`config.mk`:
```
export PLATFORM = sky130hd
export DESIGN_NAME = btb_write_scheduler
export DESIGN_NICKNAME = d
export VERILOG_FILES = /design/src/rtl/btb_write_scheduler_pkg.sv /design/src/rtl/btb_write_scheduler_queue_pointer.sv /design/src/rtl/btb_write_scheduler.sv
export SDC_FILE = /design/constraint.sdc
export NUM_CORES = 1
export LEC_CHECK = 0
export CORE_ASPECT_RATIO = 1.4
export CORE_MARGIN = 1.5
export CORE_UTILIZATION = 47
export DETAILED_ROUTE_END_ITERATION = 10
export PLACE_DENSITY = 0.76
export SYNTH_ARGS = -nofsm -noshare
export SYNTH_HDL_FRONTEND = slang
export SYNTH_SLANG_ARGS = --single-unit
export TNS_END_PERCENT = 5
```
`constraint.sdc`:
```
create_clock -name clk -period 3.4 [get_ports clk]
set_input_delay 0.68 -clock clk [delete_from_list [all_inputs] [get_ports clk]]
set_output_delay 0.68 -clock clk [all_outputs]
set_load 0.03 [all_outputs]
```
`src/rtl/btb_write_scheduler_pkg.sv`:
```
// btb_write_scheduler_pkg: BTB write-path types and the bank-select helper.
package btb_write_scheduler_pkg;
  localparam int BTB_INDEX_BITS = 10;
  localparam int BTB_TARGET_BITS = 30;
  typedef struct packed {
    logic [BTB_TARGET_BITS-1:0] target;
    logic valid;
  } BTB_Entry;
  typedef struct packed {
    logic [BTB_INDEX_BITS-1:0] index;
    BTB_Entry entry;
  } BTBQueueEntry;
  typedef struct packed {
    logic valid;
    logic [BTB_INDEX_BITS-1:0] index;
    BTB_Entry entry;
  } BTB_WriteReq;
  typedef enum logic {INIT, RUN} BTB_SchedState;
  function automatic int ToBTB_Bank(input int index, input int bankNum);
    return index % bankNum;
  endfunction
endpackage

```
`src/rtl/btb_write_scheduler_queue_pointer.sv`:
```
// btb_write_scheduler_queue_pointer: head/tail/occupancy tracking for a power-of-two circular FIFO.
module btb_write_scheduler_queue_pointer #(
  parameter int SIZE = 4,
  localparam int W = $clog2(SIZE)
)(
  input  logic clk,
  input  logic rst,
  input  logic push,
  input  logic pop,
  output logic full,
  output logic empty,
  output logic [W-1:0] headPtr,
  output logic [W-1:0] tailPtr,
  output logic [W:0] count
);
  always_ff @(posedge clk) begin
    if (!rst) begin
      headPtr <= '0;
      tailPtr <= '0;
      count <= '0;
    end else begin
      if (push) tailPtr <= tailPtr + W'(1);
      if (pop) headPtr <= headPtr + W'(1);
      count <= count + (W+1)'(push) - (W+1)'(pop);
    end
  end
  assign full = count == (W+1)'(SIZE);
  assign empty = count == '0;
endmodule

```
`src/rtl/btb_write_scheduler.sv`:
```
// btb_write_scheduler: bank-conflict-free BTB write arbiter with deferred-write FIFO and reset invalidation sweep.
module btb_write_scheduler
  import btb_write_scheduler_pkg::*;
#(
  parameter int WRITE_NUM = 2,
  parameter int ENTRY_NUM = 1024,
  parameter int BANK_NUM = 2,
  parameter int QUEUE_SIZE = 4,
  parameter int ENTRY_BITS = $bits(BTB_Entry),
  localparam int IDX_W = $clog2(ENTRY_NUM),
  localparam int QW = $clog2(QUEUE_SIZE)
)(
  input  logic clk,
  input  logic rst,
  input  logic [WRITE_NUM-1:0] reqValid,
  input  logic [WRITE_NUM-1:0][IDX_W-1:0] reqIndex,
  input  logic [WRITE_NUM-1:0][ENTRY_BITS-1:0] reqEntry,
  output logic [WRITE_NUM-1:0] ramWe,
  output logic [WRITE_NUM-1:0][IDX_W-1:0] ramWa,
  output logic [WRITE_NUM-1:0][ENTRY_BITS-1:0] ramWv,
  output logic initDone,
  output logic [QW:0] queueCount,
  output logic dropPulse
);
  typedef struct packed {
    logic [IDX_W-1:0] index;
    logic [ENTRY_BITS-1:0] entry;
  } QueueSlot;
  BTB_SchedState state, nextState;
  logic [IDX_W-1:0] sweepCnt;
  QueueSlot storage [QUEUE_SIZE];
  QueueSlot head, pushSlot;
  logic [QW-1:0] headPtr, tailPtr;
  logic [QW:0] count;
  logic full, empty, push, pushOk, pop, extraDrop, overflow;
  logic conflict, stale, blocked, placed;
  logic [WRITE_NUM-1:0] granted;
  btb_write_scheduler_queue_pointer #(.SIZE(QUEUE_SIZE)) queuePtr (
    .clk(clk), .rst(rst), .push(pushOk), .pop(pop), .full(full), .empty(empty),
    .headPtr(headPtr), .tailPtr(tailPtr), .count(count)
  );
  always_ff @(posedge clk) begin
    if (!rst) begin
      state <= INIT;
      sweepCnt <= '0;
    end else begin
      state <= nextState;
      if (state == INIT) sweepCnt <= sweepCnt + IDX_W'(WRITE_NUM);
    end
  end
  always_ff @(posedge clk) if (pushOk) storage[tailPtr] <= pushSlot;
  always_comb nextState = (state == INIT && sweepCnt == IDX_W'(ENTRY_NUM - WRITE_NUM)) ? RUN : state;
  always_comb begin
    granted = '0;
    push = 1'b0;
    pushSlot = '0;
    extraDrop = 1'b0;
    conflict = 1'b0;
    stale = 1'b0;
    blocked = 1'b0;
    placed = 1'b0;
    ramWe = '0;
    ramWa = '0;
    ramWv = '0;
    head = storage[headPtr];
    if (rst && state == INIT) begin
      for (int p = 0; p < WRITE_NUM; p++) begin
        ramWe[p] = 1'b1;
        ramWa[p] = sweepCnt + IDX_W'(p);
      end
    end else if (rst) begin
      for (int i = 0; i < WRITE_NUM; i++) begin
        conflict = 1'b0;
        for (int j = 0; j < i; j++)
          if (granted[j] && ToBTB_Bank(int'(reqIndex[j]), BANK_NUM) == ToBTB_Bank(int'(reqIndex[i]), BANK_NUM))
            conflict = 1'b1;
        granted[i] = reqValid[i] && !conflict;
        ramWa[i] = reqIndex[i];
        ramWv[i] = reqEntry[i];
        if (reqValid[i] && conflict) begin
          extraDrop = extraDrop || push;
          if (!push) pushSlot = '{index: reqIndex[i], entry: reqEntry[i]};
          push = 1'b1;
        end
      end
      ramWe = granted;
      for (int i = 0; i < WRITE_NUM; i++) begin
        stale = stale || (granted[i] && reqIndex[i] == head.index);
        blocked = blocked || (granted[i] && ToBTB_Bank(int'(reqIndex[i]), BANK_NUM) == ToBTB_Bank(int'(head.index), BANK_NUM));
      end
      // The head only drains into the lowest port left idle by direct writes.
      for (int p = 0; p < WRITE_NUM; p++)
        if (!empty && !stale && !blocked && !placed && !granted[p]) begin
          placed = 1'b1;
          ramWe[p] = 1'b1;
          ramWa[p] = head.index;
          ramWv[p] = head.entry;
        end
    end
  end
  assign pop = !empty && (stale || placed);
  assign overflow = push && full && !pop;
  assign pushOk = push && !overflow;
  assign dropPulse = extraDrop || overflow;
  assign initDone = rst && state == RUN;
  assign queueCount = rst ? count : '0;
endmodule

```
==> flow_summary.html <==
<table>
<tr><th>Metric</th><th>Value</th></tr>
<tr><th colspan="2">Timing</th></tr>
<tr><td>Final Cycle Share</td><td>1.06</td></tr>
<tr><td>Final Critical Period</td><td>about 3.6 ns</td></tr>
<tr><td>Rel. slew slack</td><td>0.328</td></tr>
<tr><td>Fin Hold WS</td><td>between 0.4 and 0.5 ns</td></tr>
<tr><td>Count of final setup violators</td><td>between 80 and 90</td></tr>
<tr><td>Top achievable clock speed</td><td>278 MHz</td></tr>
<tr><td>Worst setup skew after layout</td><td>between 0.01 and 0.015 ns</td></tr>
<tr><td>Worst-Margin Slew</td><td>1.01 ns</td></tr>
<tr><td>Post-route worst setup slack</td><td>-0.198 ns</td></tr>
<tr><td>Setup repair after global routing missed its margin</td><td>true</td></tr>
<tr><td>Final slew viol count</td><td>0</td></tr>
<tr><td>Number of hold-slack violations in the final timing report</td><td>0</td></tr>
<tr><th colspan="2">Run</th></tr>
<tr><td>Max-capacitance violation count</td><td>0</td></tr>
<tr><th colspan="2">Synth</th></tr>
<tr><td>Mapped cell area</td><td>just under 9000 um^2</td></tr>
<tr><td>Yosys top cell area share</td><td>0.561</td></tr>
<tr><td>Synthesized area divided by synthesized cell count</td><td>12.6 um^2</td></tr>
<tr><td>Count of distinct cell types in the synthesized netlist</td><td>43</td></tr>
<tr><td>Compound-Gate Fraction of Synth Area</td><td>0.0732</td></tr>
<tr><td>Cell with the most instances after synthesis</td><td>sky130_fd_sc_hd__nand2_1</td></tr>
<tr><td>Seq/Total Area, Yosys</td><td>0.604</td></tr>
<tr><td>Library cell occupying the most area in the post-synthesis netlist</td><td>sky130_fd_sc_hd__edfxtp_1</td></tr>
<tr><td>Synth warn</td><td>0</td></tr>
<tr><td>Adder-Cell Fraction of Synth Area</td><td>0.0137</td></tr>
<tr><td>Simple logic cell fraction of the synthesized area</td><td>0.140</td></tr>
<tr><td>Net count after synthesis</td><td>between 700 and 800</td></tr>
<tr><td>Number of enable flip-flop cells after synthesis</td><td>between 150 and 200</td></tr>
<tr><td>Commonest cells post-synth</td><td>178 x sky130_fd_sc_hd__nand2_1, 164 x sky130_fd_sc_hd__edfxtp_1, 66 x sky130_fd_sc_hd__a21oi_1, 60 x sky130_fd_sc_hd__and2_1, 41 x sky130_fd_sc_hd__mux4_2</td></tr>
<tr><td>Post-synthesis share of cell area spent on xor and xnor gates</td><td>0.0308</td></tr>
<tr><td>Mux cell area share after synthesis</td><td>0.109</td></tr>
<tr><td>Count of mapped cells out of synthesis</td><td>around 700</td></tr>
<tr><td>Synth Register Bits</td><td>between 150 and 200</td></tr>
<tr><td>Top area cells in the synthesized netlist</td><td>sky130_fd_sc_hd__edfxtp_1 56%, sky130_fd_sc_hd__mux4_2 11%, sky130_fd_sc_hd__nand2_1 7.6%</td></tr>
<tr><td>Share of synthesized registers carrying an async set or reset</td><td>0</td></tr>
<tr><td>Leading register cell type out of synthesis</td><td>sky130_fd_sc_hd__edfxtp_1</td></tr>
<tr><td>Main combinational cell family by area after synthesis</td><td>simple AND/OR/NAND/NOR gates</td></tr>
<tr><th colspan="2">Detailed routing</th></tr>
<tr><td>Vias</td><td>approximately 6500</td></tr>
<tr><td>Final routed wire length divided by cell count</td><td>19.7 um</td></tr>
<tr><td>Number of vias per cell after detailed routing</td><td>5.51</td></tr>
<tr><td>Detailed-routing iteration count for the pre-antenna-repair pass</td><td>5</td></tr>
<tr><td>DRC violation count after routing</td><td>0</td></tr>
<tr><td>Count of nets left with antenna violations after detail routing</td><td>0</td></tr>
<tr><td>Final wirelength</td><td>around 23 mm</td></tr>
<tr><td>Number of design-rule violations left by the first detailed-router iteration</td><td>530</td></tr>
<tr><th colspan="2">Setup path</th></tr>
<tr><td>Worst EP required</td><td>roughly 2.7 ns</td></tr>
<tr><td>Worst path buffer plus inverter count</td><td>6</td></tr>
<tr><td>Worst reg-to-reg path cell count</td><td>18</td></tr>
<tr><td>Setup slack, reg-to-reg</td><td>-0.07 ns</td></tr>
<tr><td>Setup crit start kind</td><td>register</td></tr>
<tr><td>Critical path endpoint category</td><td>primary output</td></tr>
<tr><td>Delay contributed by the slowest stage of the critical path</td><td>roughly 0.55 ns</td></tr>
<tr><td>Most used cell along the critical path</td><td>sky130_fd_sc_hd__buf_12</td></tr>
<tr><td>Crit path kind</td><td>register to primary output</td></tr>
<tr><td>Crit-path max FO</td><td>6</td></tr>
<tr><td>CP delay by family, top</td><td>buffers and inverters</td></tr>
<tr><td>Destination of the worst register-to-register timing path</td><td>queuePtr.count[2]</td></tr>
<tr><td>Chain of cells forming the critical path</td><td>buf_6 -&gt; mux4_2 -&gt; xnor2_2 -&gt; a221oi_2 -&gt; buf_4 -&gt; and2_4 -&gt; buf_12 -&gt; buf_12 -&gt; nand2_2 -&gt; a31oi_1 -&gt; buf_4 -&gt; buf_12</td></tr>
<tr><td>Endpoint arrival time on the critical path</td><td>roughly 2.9 ns</td></tr>
<tr><td>Cell with the biggest individual delay on the critical path</td><td>sky130_fd_sc_hd__mux4_2</td></tr>
<tr><th colspan="2">Pwr</th></tr>
<tr><td>Sw Ratio</td><td>0.203</td></tr>
<tr><td>Peak supply drop</td><td>0.251 mV</td></tr>
<tr><td>P_sw</td><td>925 uW</td></tr>
<tr><td>Leakage</td><td>around 4.0 nW</td></tr>
<tr><td>Total power divided by cell area</td><td>approximately 370 nW/um^2</td></tr>
<tr><td>Relative contribution of the clock network to total power</td><td>0.421</td></tr>
<tr><td>Part of the total power dissipated in sequential elements</td><td>0.530</td></tr>
<tr><td>Combinational power share</td><td>0.049</td></tr>
<tr><td>Internal power</td><td>around 3.6 mW</td></tr>
<tr><th colspan="2">Die</th></tr>
<tr><td>Initial Utilization</td><td>0.476</td></tr>
<tr><td>Die area</td><td>between 15000 and 20000 um^2</td></tr>
<tr><td>Die span in x</td><td>between 100 and 150 um</td></tr>
<tr><td>Row Count</td><td>59</td></tr>
<tr><td>Count of pins on the block boundary</td><td>175</td></tr>
<tr><td>Core outline area</td><td>roughly 18000 um^2</td></tr>
<tr><td>Die Y-Extent</td><td>165 um</td></tr>
<tr><th colspan="2">Layout</th></tr>
<tr><td>Final-layout fill cell count</td><td>between 1000 and 1500</td></tr>
<tr><td>Area growth from synthesis to layout</td><td>40.3%</td></tr>
<tr><td>Final Cell Area</td><td>roughly 12000 um^2</td></tr>
<tr><td>Footprint of the flip-flops and latches</td><td>5310 um^2</td></tr>
<tr><td>Inserted Diodes</td><td>0</td></tr>
<tr><td>Area used by multi-input combinational logic</td><td>between 3000 and 4000 um^2</td></tr>
<tr><td>Post-layout nets</td><td>between 1000 and 1500</td></tr>
<tr><td>Share of final-layout standard cells stronger than drive strength 1</td><td>0.328</td></tr>
<tr><th colspan="2">Global route</th></tr>
<tr><td>Pin count of the biggest net entering global routing</td><td>64</td></tr>
<tr><td>Aggregate global routing overflow</td><td>0</td></tr>
<tr><td>Via count of the first global-routing pass</td><td>around 6300</td></tr>
<tr><td>First-pass GRT wire length</td><td>around 35 mm</td></tr>
<tr><td>Total track usage</td><td>0.235</td></tr>
<tr><td>Antenna violations before repair</td><td>0</td></tr>
<tr><th colspan="2">Placement</th></tr>
<tr><td>Placed Instance Area</td><td>roughly 11000 um^2</td></tr>
<tr><td>Number of I/O port buffers</td><td>between 150 and 200</td></tr>
<tr><td>Minimum setup slack after placement</td><td>-0.0448 ns</td></tr>
<tr><td>GPL Wtd Cong</td><td>a little under 0.8</td></tr>
<tr><td>Final HPWL DP</td><td>around 15 mm</td></tr>
<tr><th colspan="2">CTS</th></tr>
<tr><td>Clock insertion delay at the later pin of the skew report</td><td>0.43 ns</td></tr>
<tr><td>Hold-fix buffers at CTS</td><td>0</td></tr>
<tr><td>Maximum clock path buffer count</td><td>2</td></tr>
<tr><td>Deepest level of the CTS H-tree</td><td>4</td></tr>
<tr><td>Register clock-pin slew on the reported worst setup and hold paths</td><td>roughly 0.070 ns</td></tr>
<tr><td>Num CTS Buffers</td><td>17</td></tr>
<tr><td>CTS root buffer</td><td>sky130_fd_sc_hd__clkbuf_16</td></tr>
<tr><td>Clock tree from TritonCTS</td><td>done</td></tr>
<tr><td>Clock sink count</td><td>183</td></tr>
<tr><th colspan="2">Hold path</th></tr>
<tr><td>Cells on Worst Hold Path</td><td>1</td></tr>
<tr><td>Worst min-delay path category</td><td>register to register</td></tr>
<tr><td>Worst hold start</td><td>queuePtr.headPtr[1]</td></tr>
<tr><th colspan="2">Status</th></tr>
<tr><td>Violations in the final reports</td><td>setup timing</td></tr>
<tr><td>Result of the run</td><td>finished with violations</td></tr>
</table>
registers in the layout (all words and copies together) (netlist names), named ones only:
register,count
storage,164
sweepCnt,9
queuePtr.count,3
queuePtr.headPtr,2
queuePtr.tailPtr,2
state,1
cell usage in the layout (no fill, tap or decap), types with 3 or more instances in the layout:
cell type and count:
sky130_fd_sc_hd__a21oi_1 26, sky130_fd_sc_hd__a21oi_2 37, sky130_fd_sc_hd__a21oi_4 3, sky130_fd_sc_hd__a31oi_1 19, sky130_fd_sc_hd__and2_1 54, sky130_fd_sc_hd__and2_2 4
sky130_fd_sc_hd__and3_1 3, sky130_fd_sc_hd__buf_12 20, sky130_fd_sc_hd__buf_16 3, sky130_fd_sc_hd__buf_4 93, sky130_fd_sc_hd__buf_6 47, sky130_fd_sc_hd__clkbuf_16 17
sky130_fd_sc_hd__clkdlybuf4s50_1 88, sky130_fd_sc_hd__clkinvlp_4 3, sky130_fd_sc_hd__dfxtp_1 17, sky130_fd_sc_hd__edfxtp_1 164, sky130_fd_sc_hd__ha_1 8, sky130_fd_sc_hd__inv_1 9
sky130_fd_sc_hd__inv_6 3, sky130_fd_sc_hd__mux2i_1 3, sky130_fd_sc_hd__mux4_2 41, sky130_fd_sc_hd__nand2_1 163, sky130_fd_sc_hd__nand2_2 11, sky130_fd_sc_hd__nand2_4 4
sky130_fd_sc_hd__nand3_1 5, sky130_fd_sc_hd__nand4_1 3, sky130_fd_sc_hd__nor2_1 4, sky130_fd_sc_hd__nor2b_1 4, sky130_fd_sc_hd__o21ai_0 10, sky130_fd_sc_hd__o311ai_0 3
sky130_fd_sc_hd__xnor2_1 20, sky130_fd_sc_hd__xor2_1 6
routing by layer:
metal | vias to the layer above | track usage | share of wire
li1 | 2994 | - | -
met1 | 3285 | 0.289 | 0.40
met2 | 176 | 0.416 | 0.54
met3 | 38 | 0.0373 | 0.041
met4 | 0 | 0.0920 | 0.022
met5 | - | 0 | 0
worst register-to-register path, cell delays in order, from the launching register on:
cell and delay (ns):
sky130_fd_sc_hd__dfxtp_4 0.35, sky130_fd_sc_hd__buf_4 0.12, sky130_fd_sc_hd__buf_12 0.12, sky130_fd_sc_hd__buf_12 0.10, sky130_fd_sc_hd__buf_12 0.09, sky130_fd_sc_hd__mux4_2 0.55, sky130_fd_sc_hd__xor2_1 0.17, sky130_fd_sc_hd__nor3_1 0.22
sky130_fd_sc_hd__buf_4 0.16, sky130_fd_sc_hd__a31o_4 0.16, sky130_fd_sc_hd__nor2_4 0.05, sky130_fd_sc_hd__nor2_1 0.12, sky130_fd_sc_hd__ha_1 0.24, sky130_fd_sc_hd__inv_1 0.06, sky130_fd_sc_hd__ha_1 0.12, sky130_fd_sc_hd__inv_1 0.05
sky130_fd_sc_hd__fa_1 0.41, sky130_fd_sc_hd__xnor2_1 0.13, sky130_fd_sc_hd__and2_1 0.14
cell type report:
| class | instances | area share |
|---|---|---|
| clock buffer | 18 | 0.0348 |
| multi-input combinational | 460 | 0.284 |
| clock inverter | 14 | 0.0119 |
| tap | 244 | 0.0248 |
| inverter | 9 | 0.00274 |
| timing repair buffer | 251 | 0.210 |
| sequential | 183 | 0.431 |
worst max path at each step:
| stage | from | to | depth (start not counted) | slack [ns] |
|---|---|---|---|---|
| detailed placement | reqIndex[0] | ramWa[11] | 10 | -0.04 |
| finish | register | ramWa[11] | 12 | -0.20 |
| global route | register | ramWa[10] | 11 | -0.32 |
| global placement | reqIndex[0] | ramWa[11] | 10 | -0.03 |
| floorplan | rst | storage[3][0] | 7 | -0.18 |
| CTS | register | ramWv[44] | 12 | -0.20 |
through the flow:
step	utilization	cells	setup TNS (ns)	power (mW)
6_report	0.668	1179	-11.09	4.56
5_1_grt	0.668	1179	-20.43	4.68
4_1_cts	0.648	1177	-10.62	4.57
3_5_place_dp	0.593	1123	-0.104	2.68
3_3_place_gp	0.593	1123	-0.0472	2.67
2_1_floorplan	-	698	-22.49	2.53
power by group through the flow:
stage	Clock, mW	Combinational, mW	Sequential (mW)
final	1.92	0.225	2.42
after CTS	1.94	0.214	2.42
after global placement	0	0.209	2.47
after global routing	2.02	0.241	2.41
after floorplan	0	0.0623	2.47
after detailed placement	0	0.210	2.47
cells by family after synthesis:
logic type / after synthesis
flops: 183
compound gates: 110
mux: 44
simple gates: 267
buf+inv: 55
fa+ha+maj: 9
xor+xnor: 30
repair_timing:
action / in CTS / in global routing
gates resized for setup: 35 / 86
setup buffers: 19 / 3
setup endpoints to repair: 84 / 85
cloned: 4 / 0
pin swaps: 20 / 14
(Power assumes the default switching activity.)
